### config.mk
export PLATFORM = sky130hd
export DESIGN_NAME = ul_seq
export DESIGN_NICKNAME = d
export VERILOG_FILES = /design/src/rtl/ul_pkg.sv /design/src/rtl/cl_n.sv /design/src/rtl/ul_seq.sv
export SDC_FILE = /design/constraint.sdc
export NUM_CORES = 1
export LEC_CHECK = 0
export ABC_AREA = 1
export CAP_MARGIN = 5
export CORE_ASPECT_RATIO = 0.75
export CORE_UTILIZATION = 32
export DETAILED_ROUTE_END_ITERATION = 16
export PLACE_DENSITY = 0.57
export SLEW_MARGIN = 5
export SYNTH_ARGS = -nofsm -noshare
export SYNTH_HDL_FRONTEND = slang
export SYNTH_HIERARCHICAL = 1
export SYNTH_SLANG_ARGS = --single-unit
### constraint.sdc
create_clock -name clk -period 1.85 [get_ports clk]
set_input_delay 0.2775 -clock clk [delete_from_list [all_inputs] [get_ports clk]]
set_output_delay 0.2775 -clock clk [all_outputs]
set_load 0.01 [all_outputs]
### src/rtl/ul_pkg.sv
// ul_pkg: shared definitions for the ul_seq sequential logic unit.
//   OP_*    : 2-bit operation select encodings (AND, OR, XOR, NOT A)
//   state_t : FSM state encoding for ul_seq
package ul_pkg;

  localparam logic [1:0] OP_AND  = 2'b00;
  localparam logic [1:0] OP_OR   = 2'b01;
  localparam logic [1:0] OP_XOR  = 2'b10;
  localparam logic [1:0] OP_NOTA = 2'b11;

  typedef enum logic [1:0] {
    ST_IDLE = 2'b00,
    ST_BUSY = 2'b01,
    ST_DONE = 2'b10
  } state_t;

endpackage

### src/rtl/cl_n.sv
// cl_n: combinational CHUNK-wide logic slice.
//   a, b : CHUNK-bit operand slices
//   S    : operation select (OP_AND / OP_OR / OP_XOR / OP_NOTA)
//   out  : CHUNK-bit result slice (b is ignored for OP_NOTA)
module cl_n
  import ul_pkg::*;
#(
  parameter int unsigned CHUNK = 2
) (
  input  logic [CHUNK-1:0] a,
  input  logic [CHUNK-1:0] b,
  input  logic [1:0]       S,
  output logic [CHUNK-1:0] out
);

  // Bitwise operation select
  always_comb begin
    out = '0;
    case (S)
      OP_AND:  out = a & b;
      OP_OR:   out = a | b;
      OP_XOR:  out = a ^ b;
      default: out = ~a;
    endcase
  end

endmodule

### src/rtl/ul_seq.sv
// ul_seq: multi-cycle bitwise logic unit; processes CHUNK bits per BUSY cycle,
// LSB slice first, using a single shared cl_n slice.
//   clk, reset : rising-edge clock, asynchronous active-high reset
//   start      : begin an operation (sampled in IDLE only)
//   A, B, S    : operands and operation select, captured on start
//   Out        : last completed result (registered)
//   busy       : high while in BUSY
//   done       : one-cycle pulse while in DONE
//   zero       : Out == 0 flag, present only when UL_ZERO_FLAG_EN is defined
module ul_seq
  import ul_pkg::*;
#(
  parameter int unsigned WIDTH = 8,
  parameter int unsigned CHUNK = 2
) (
  input  logic             clk,
  input  logic             reset,
  input  logic             start,
  input  logic [WIDTH-1:0] A,
  input  logic [WIDTH-1:0] B,
  input  logic [1:0]       S,
  output logic [WIDTH-1:0] Out,
  output logic             busy,
  output logic             done
`ifdef UL_ZERO_FLAG_EN
  ,
  output logic             zero
`endif
);

  localparam int unsigned NSLICE = (CHUNK == 0) ? 1 : WIDTH / CHUNK;
  localparam int unsigned CNT_W  = (NSLICE > 1) ? $clog2(NSLICE) : 1;

  // Reject configurations that cannot be split into whole slices
  if ((CHUNK == 0) || ((WIDTH % ((CHUNK == 0) ? 1 : CHUNK)) != 0)) begin : g_bad_cfg
    $error("ul_seq: CHUNK must be >= 1 and divide WIDTH");
  end

  state_t             state_q;
  state_t             state_n;
  logic               busy_n;
  logic               done_n;
  logic               capture;
  logic               step;
  logic               finish;
  logic               last_slice;

  logic [WIDTH-1:0]   a_q;
  logic [WIDTH-1:0]   b_q;
  logic [1:0]         s_q;
  logic [CNT_W-1:0]   cnt_q;
  logic [WIDTH-1:0]   work_q;
  logic [WIDTH-1:0]   work_n;
  logic [CHUNK-1:0]   slice_a;
  logic [CHUNK-1:0]   slice_b;
  logic [CHUNK-1:0]   slice_out;
  int unsigned        shamt;

  assign last_slice = (cnt_q == CNT_W'(NSLICE - 1));

  // State register plus registered status outputs
  always_ff @(posedge clk or posedge reset) begin
    if (reset) begin
      state_q <= ST_IDLE;
      busy    <= 1'b0;
      done    <= 1'b0;
    end else begin
      state_q <= state_n;
      busy    <= busy_n;
      done    <= done_n;
    end
  end

  // Next-state and control decode
  always_comb begin
    state_n = state_q;
    busy_n  = 1'b0;
    done_n  = 1'b0;
    capture = 1'b0;
    step    = 1'b0;
    finish  = 1'b0;
    case (state_q)
      ST_IDLE: begin
        if (start) begin
          capture = 1'b1;
          state_n = ST_BUSY;
        end
      end
      ST_BUSY: begin
        step = 1'b1;
        if (last_slice) begin
          finish  = 1'b1;
          state_n = ST_DONE;
        end
      end
      ST_DONE: state_n = ST_IDLE;
      default: state_n = ST_IDLE;
    endcase
    busy_n = (state_n == ST_BUSY);
    done_n = (state_n == ST_DONE);
  end

  // Select the current slice of the captured operands
  always_comb begin
    shamt   = 32'(cnt_q) * CHUNK;
    slice_a = CHUNK'(a_q >> shamt);
    slice_b = CHUNK'(b_q >> shamt);
  end

  cl_n #(
    .CHUNK (CHUNK)
  ) u_slice (
    .a   (slice_a),
    .b   (slice_b),
    .S   (s_q),
    .out (slice_out)
  );

  // Merge the freshly computed slice into the work register
  always_comb begin
    work_n = (work_q & ~(WIDTH'({CHUNK{1'b1}}) << shamt))
           | (WIDTH'(slice_out) << shamt);
  end

  // Operand capture, slice stepping and result load
  always_ff @(posedge clk or posedge reset) begin
    if (reset) begin
      a_q    <= '0;
      b_q    <= '0;
      s_q    <= '0;
      cnt_q  <= '0;
      work_q <= '0;
      Out    <= '0;
`ifdef UL_ZERO_FLAG_EN
      zero   <= 1'b1;
`endif
    end else if (capture) begin
      a_q    <= A;
      b_q    <= B;
      s_q    <= S;
      cnt_q  <= '0;
      work_q <= '0;
    end else if (step) begin
      work_q <= work_n;
      // Counter holds on the final slice so it never wraps mid-operation
      if (!finish) begin
        cnt_q <= cnt_q + CNT_W'(1);
      end
      if (finish) begin
        Out  <= work_n;
`ifdef UL_ZERO_FLAG_EN
        zero <= (work_n == '0);
`endif
      end
    end
  end

endmodule
**Yosys cells after proc, flatten, opt, wreduce, memory -nomap -nowiden**

Cells that the tools add are included.

- Add/sub/neg operators: 1
- Eq/ne operators: 7
- Shift-type cells: 4
- Mux-type cells: 14
- Bitwise logic cells: 8
- Reductions and logical operators: 5

Operator list:

| kind | count |
|---|---|
| 2-to-1 mux 8 bit | 2 |
| right shift 8 x 3 -> 2 bit | 2 |
| 2-to-1 mux 2 bit | 5 |
| AND 8 bit | 1 |
| NOT 8 bit | 1 |
| bitwise OR 8 bit | 1 |
| left shift 2 x 3 -> 8 bit | 1 |
| left shift 2 x 3 -> 8 bit (first input constant) | 1 |
| equality test 2 x 1 -> 1 bit (second input constant) | 3 |
| equality test 2 bit (second input constant) | 3 |
| one-hot mux 2 bit (3 select lines) | 1 |
| 2-to-1 mux 1 bit | 5 |
| zero test 2 bit | 2 |
| one-hot mux 2 bit (2 select lines) | 1 |
| AND reduction 3 bit | 1 |
| adder 2 x 1 -> 2 bit (second input constant) | 1 |
| AND 2 bit | 1 |
| inequality test 2 bit (second input constant) | 1 |
| NOT 2 bit | 1 |
| bitwise OR 2 bit | 1 |
| AND reduction 2 bit | 1 |
| nonzero test 2 bit | 1 |
| XOR 2 bit | 1 |
| NOT 1 bit | 1 |

- Register bits: 40
- Input bits: 21
- Output and inout port bits: 10
- Logic and storage cells: 48

**Longest topological paths before layout**

- Word-level depth: 7
- Gate-level depth with buffers: 14
- Gate-level depth less buffers: 13

**Hierarchy**

Netlist, hierarchy kept.

Modules (own cells, without submodules):

| module | instances | cells each | area an instance (sq um) | seq. area each (sq um) |
|---|---|---|---|---|
| ul_seq | 1 | 225 | 1919.3 | 1001.0 |
| cl_n | 1 | 21 | 131.4 | 0.0 |

**Worst setup path before layout**

OpenSTA, ideal clock, no wires.

- Path kind: reg-to-reg
- From: register cnt_q[1]
- To: register work_q[6]
- Library setup time: 0.065 ns
- Arrival: 1.785 ns
- Slack: 0.000 ns
- Stages on the path, launching flop included: 15
- Path buffers: 2
- Period minus slack after synthesis: 1.850 ns
- Path through: dfrtp_1 > buf_6 > inv_2 > buf_6 > a21oi_1 > o21ai_1 > nand2_1 > inv_1 > ha_1 > nand3_1 > nand4_1 > nand2_1 > o21ai_0 > nand2_1 > nand2_1

- Longest elaborated chain between the ends: 7
- Elaborated cells on any way between the ends: 14

RTL lines:

| item | line | text |
|---|---|---|
| start, declared | ul_seq.sv:51 | `logic [CNT_W-1:0] cnt_q;` |
| start signal, assigned | ul_seq.sv:147 | `cnt_q <= cnt_q + CNT_W'(1);` |
| right shift 8 x 3 -> 2 bit (*) | ul_seq.sv:106 | `slice_a = CHUNK'(a_q >> shamt);` |
| net slice_a[0] | ul_seq.sv:54 | `logic [CHUNK-1:0] slice_a;` |
| XOR 2 bit, or another cell as far along | cl_n.sv:22 | `OP_XOR: out = a ^ b;` |
| one-hot mux 2 bit (3 select lines) (*) | cl_n.sv:19 | `case (S)` |
| net slice_out[0] | ul_seq.sv:56 | `logic [CHUNK-1:0] slice_out;` |
| left shift 2 x 3 -> 8 bit (*) | ul_seq.sv:122 | `\| (WIDTH'(slice_out) << shamt);` |
| bitwise OR 8 bit (*) | ul_seq.sv:122 |  |
| 2-to-1 mux 8 bit (*) | ul_seq.sv:143 | `end else if (step) begin` |
| 2-to-1 mux 8 bit (*) | ul_seq.sv:137 | `end else if (capture) begin` |
| end signal, assigned | ul_seq.sv:144 | `work_q <= work_n;` |
| end, declared | ul_seq.sv:52 | `logic [WIDTH-1:0] work_q;` |

The timed path passes the listed nets; every way through them passes the cells marked *. The select of a mux whose other input is x is not followed.
A chain may end at the register's enable or synchronous reset.

**Worst setup path in the final report**

- From: register cnt_q[0]
- To: register work_q[2]

The elaborated chain is that of the path after synthesis.

==> out/results.ini <==
[die]
fp.dieW_um=94.4
io_pins=31
start_util_pct=34.1
die_y_um=71.3
dieArea_mm2=0.00674
core-area_mm2=0.00601
rows=24

[timing]
setup_viol=2
slew_headroom_pct=66.6
slew_viol_final=0
fin_crit_ps=1860
hold_slack_ps=405
skew_ps=9.49
hold_viol=0
fmax_mhz=539
tns_ps=-6.73
finalWorstSetupSlack_ps=-6.15
rsz0062_at_grt=yes
tightest_slew_ps=501
timing.final.crit_share_pct=100

[drt]
drt_iter0_drc=81
antenna_left=0
route.detailed.drc=0
wl_mm=4.45
wire_per_inst_um=12.2
first_pass_iters=4
viasPerCell=4.47
num_vias=1635

[global_route]
antenna_found_initial=0
grt_max_degree=41
grt-ovfl-total=0
grt_pass1_vias=1504
grt_pass1_wl_mm=7.22
grtUsageTotal_pct=14.0

[clock_network]
cts_buffers=5
htreeDepth=2
cts_tree=built
cts_sinks=40
holdBufCountCts=0
clock_latency_ps=290
cts_root_buf=clkbuf_8
clock_path_buffers=2
clk_pin_slew_ps=80

[layout]
drive_gt1_share_pct=19.1
fillers=645
num-nets-final=317
layout_commonest_cell=nand2_1
area_delta_synth_final_pct=27.7
num_antenna_cells=0
final_cell_mix=102 x nand2_1, 39 x dfrtp_1, 30 x clkdlybuf4s50_1
utilization_pct=43.6

[place]
routabilityCongestion=0.785
place.detailed.hpwl_mm=3.06
port_buffers=30
post-place-ws_ps=-61.9

[power_and_ir_drop]
power.total_mw=4.46
p_leak_nw=1.33
power_density_mw_per_mm2=1700
vdd_drop_max_mv=0.631

[worst_setup_path]
cp-end-kind=flip-flop
critPathLaunchType=flip-flop
critPathMaxFanout=8
arrival_ps=2040
crit_type=reg -> reg
cp.required_ps=2030

[synth]
yosysWarningCount=6
yosys_register_bits=40
syn_area_mm2=0.00205
synth-xor-area-share_pct=0
synthSimpleGateAreaFrac_pct=27.7
ys_seq_area_share_pct=48.8
syn_inst=246
avgSynthCellArea_um2=8.34
syn-num-nets=276
synth_compound_gate_area_share_pct=8.54
synth_top_family_by_area=simple AND/OR/NAND/NOR gates
synth_fa_ha_area_share_pct=5.49
synth_mux_area_share_pct=0
ys_types=26

[min_path]
hold_path_class=in -> async

[outcome]
status=complete, but fails checks
violations=negative setup slack

[flow_run]
maxCapViolations=0

==> worst max-delay path, stage by stage (launching register included) <==
cell	delay [ps]
dfrtp_2	420
clkinv_4	100
a21oi_1	140
o21ai_1	80
nand2_1	80
inv_1	70
ha_1	290
nand3_1	80
nand4_1	150
nand2_2	140
o22ai_2	80
nand2_1	60
nand2_1	50
==> logic make-up after synthesis <==
group	Yosys count
flops	40
simple gates	133
compound gates	27
buf+inv	37
fa+ha+maj	9
==> final cells by class <==
type	count	area, µm²	area share (%)
repair buffers	41	383	14.6
flip-flops and latches	40	1000	38.3
well taps	78	97.6	3.73
clock buffers	6	72.6	2.77
multi-input cells	169	905	34.5
clock inverters	2	35.0	1.34
repair inverters	1	5.00	0.191
inverters	29	119	4.54
==> where the power goes <==
| part | total [mW] | switching, mW | internal, mW |
|---|---|---|---|
| sequential | 1.48 | 0.233 | 1.25 |
| clock | 0.703 | 0.303 | 0.400 |
| combinational | 2.28 | 1.32 | 0.953 |
| total | 4.46 | 1.86 | 2.60 |
==> per-stage QoR <==
stage / cells / area [µm²]
2_1_floorplan: 246 / 2050
3_3_place_gp: 352 / 2410
3_5_place_dp: 352 / 2410
4_1_cts: 362 / 2540
5_1_grt: 366 / 2620
6_report: 366 / 2620
==> routing by layer <==
metal	wire, µm	vias up	global-route usage (%)
li1	-	848	-
met3	195	4	3.82
met5	0	-	0
met1	2430	755	21.9
met2	1790	28	18.5
met4	35	0	3.59
==> flip-flops by register name, indices dropped and copies added (netlist names), 2 cells and up <==
signal,count
s_q,2
cnt_q,2
Out,8
state_q,2
b_q,8
a_q,8
work_q,8
==> synthesized netlist by cell type (all sizes together) <==
master | n | area (µm²)
o21ai | 18 | 120
nand3 | 9 | 57.6
nor2 | 9 | 43.8
o22ai | 2 | 12.5
nand4 | 4 | 25.0
buf | 8 | 80.1
o21a | 1 | 7.51
a21oi | 4 | 20.0
o211ai | 2 | 15.0
ha | 9 | 113
nand3b | 2 | 15.0
dfrtp | 40 | 1000
inv | 29 | 114
nand2 | 109 | 427
==> worst paths after layout <==
path / from / end / slack (ps) / cells past startpoint
max reg2reg: cnt_q[0]$_DFFE_PP0P_ / work_q[2]$_DFFE_PP0P_ / -6 / 12
min in group clk: Out[7]$_DFFE_PP0P_ / Out[7]$_DFFE_PP0P_ / 480 / 2
min: reset / b_q[7]$_DFFE_PP0P_ / 410 / 3
max in group asynchronous: reset / cnt_q[0]$_DFFE_PP0P_ / 1080 / 3
max: cnt_q[0]$_DFFE_PP0P_ / work_q[2]$_DFFE_PP0P_ / -6 / 12
min reg2reg: Out[7]$_DFFE_PP0P_ / Out[7]$_DFFE_PP0P_ / 480 / 2
==> repair_timing <==
action	CTS	global route
endpoints found under the hold margin	0	0
setup endpoints to repair	15	16
resized for setup	4	15
buffers inserted	2	3
pin swaps	0	7
gates cloned	0	1
Note: power is estimated with default switching activity, not from simulation.
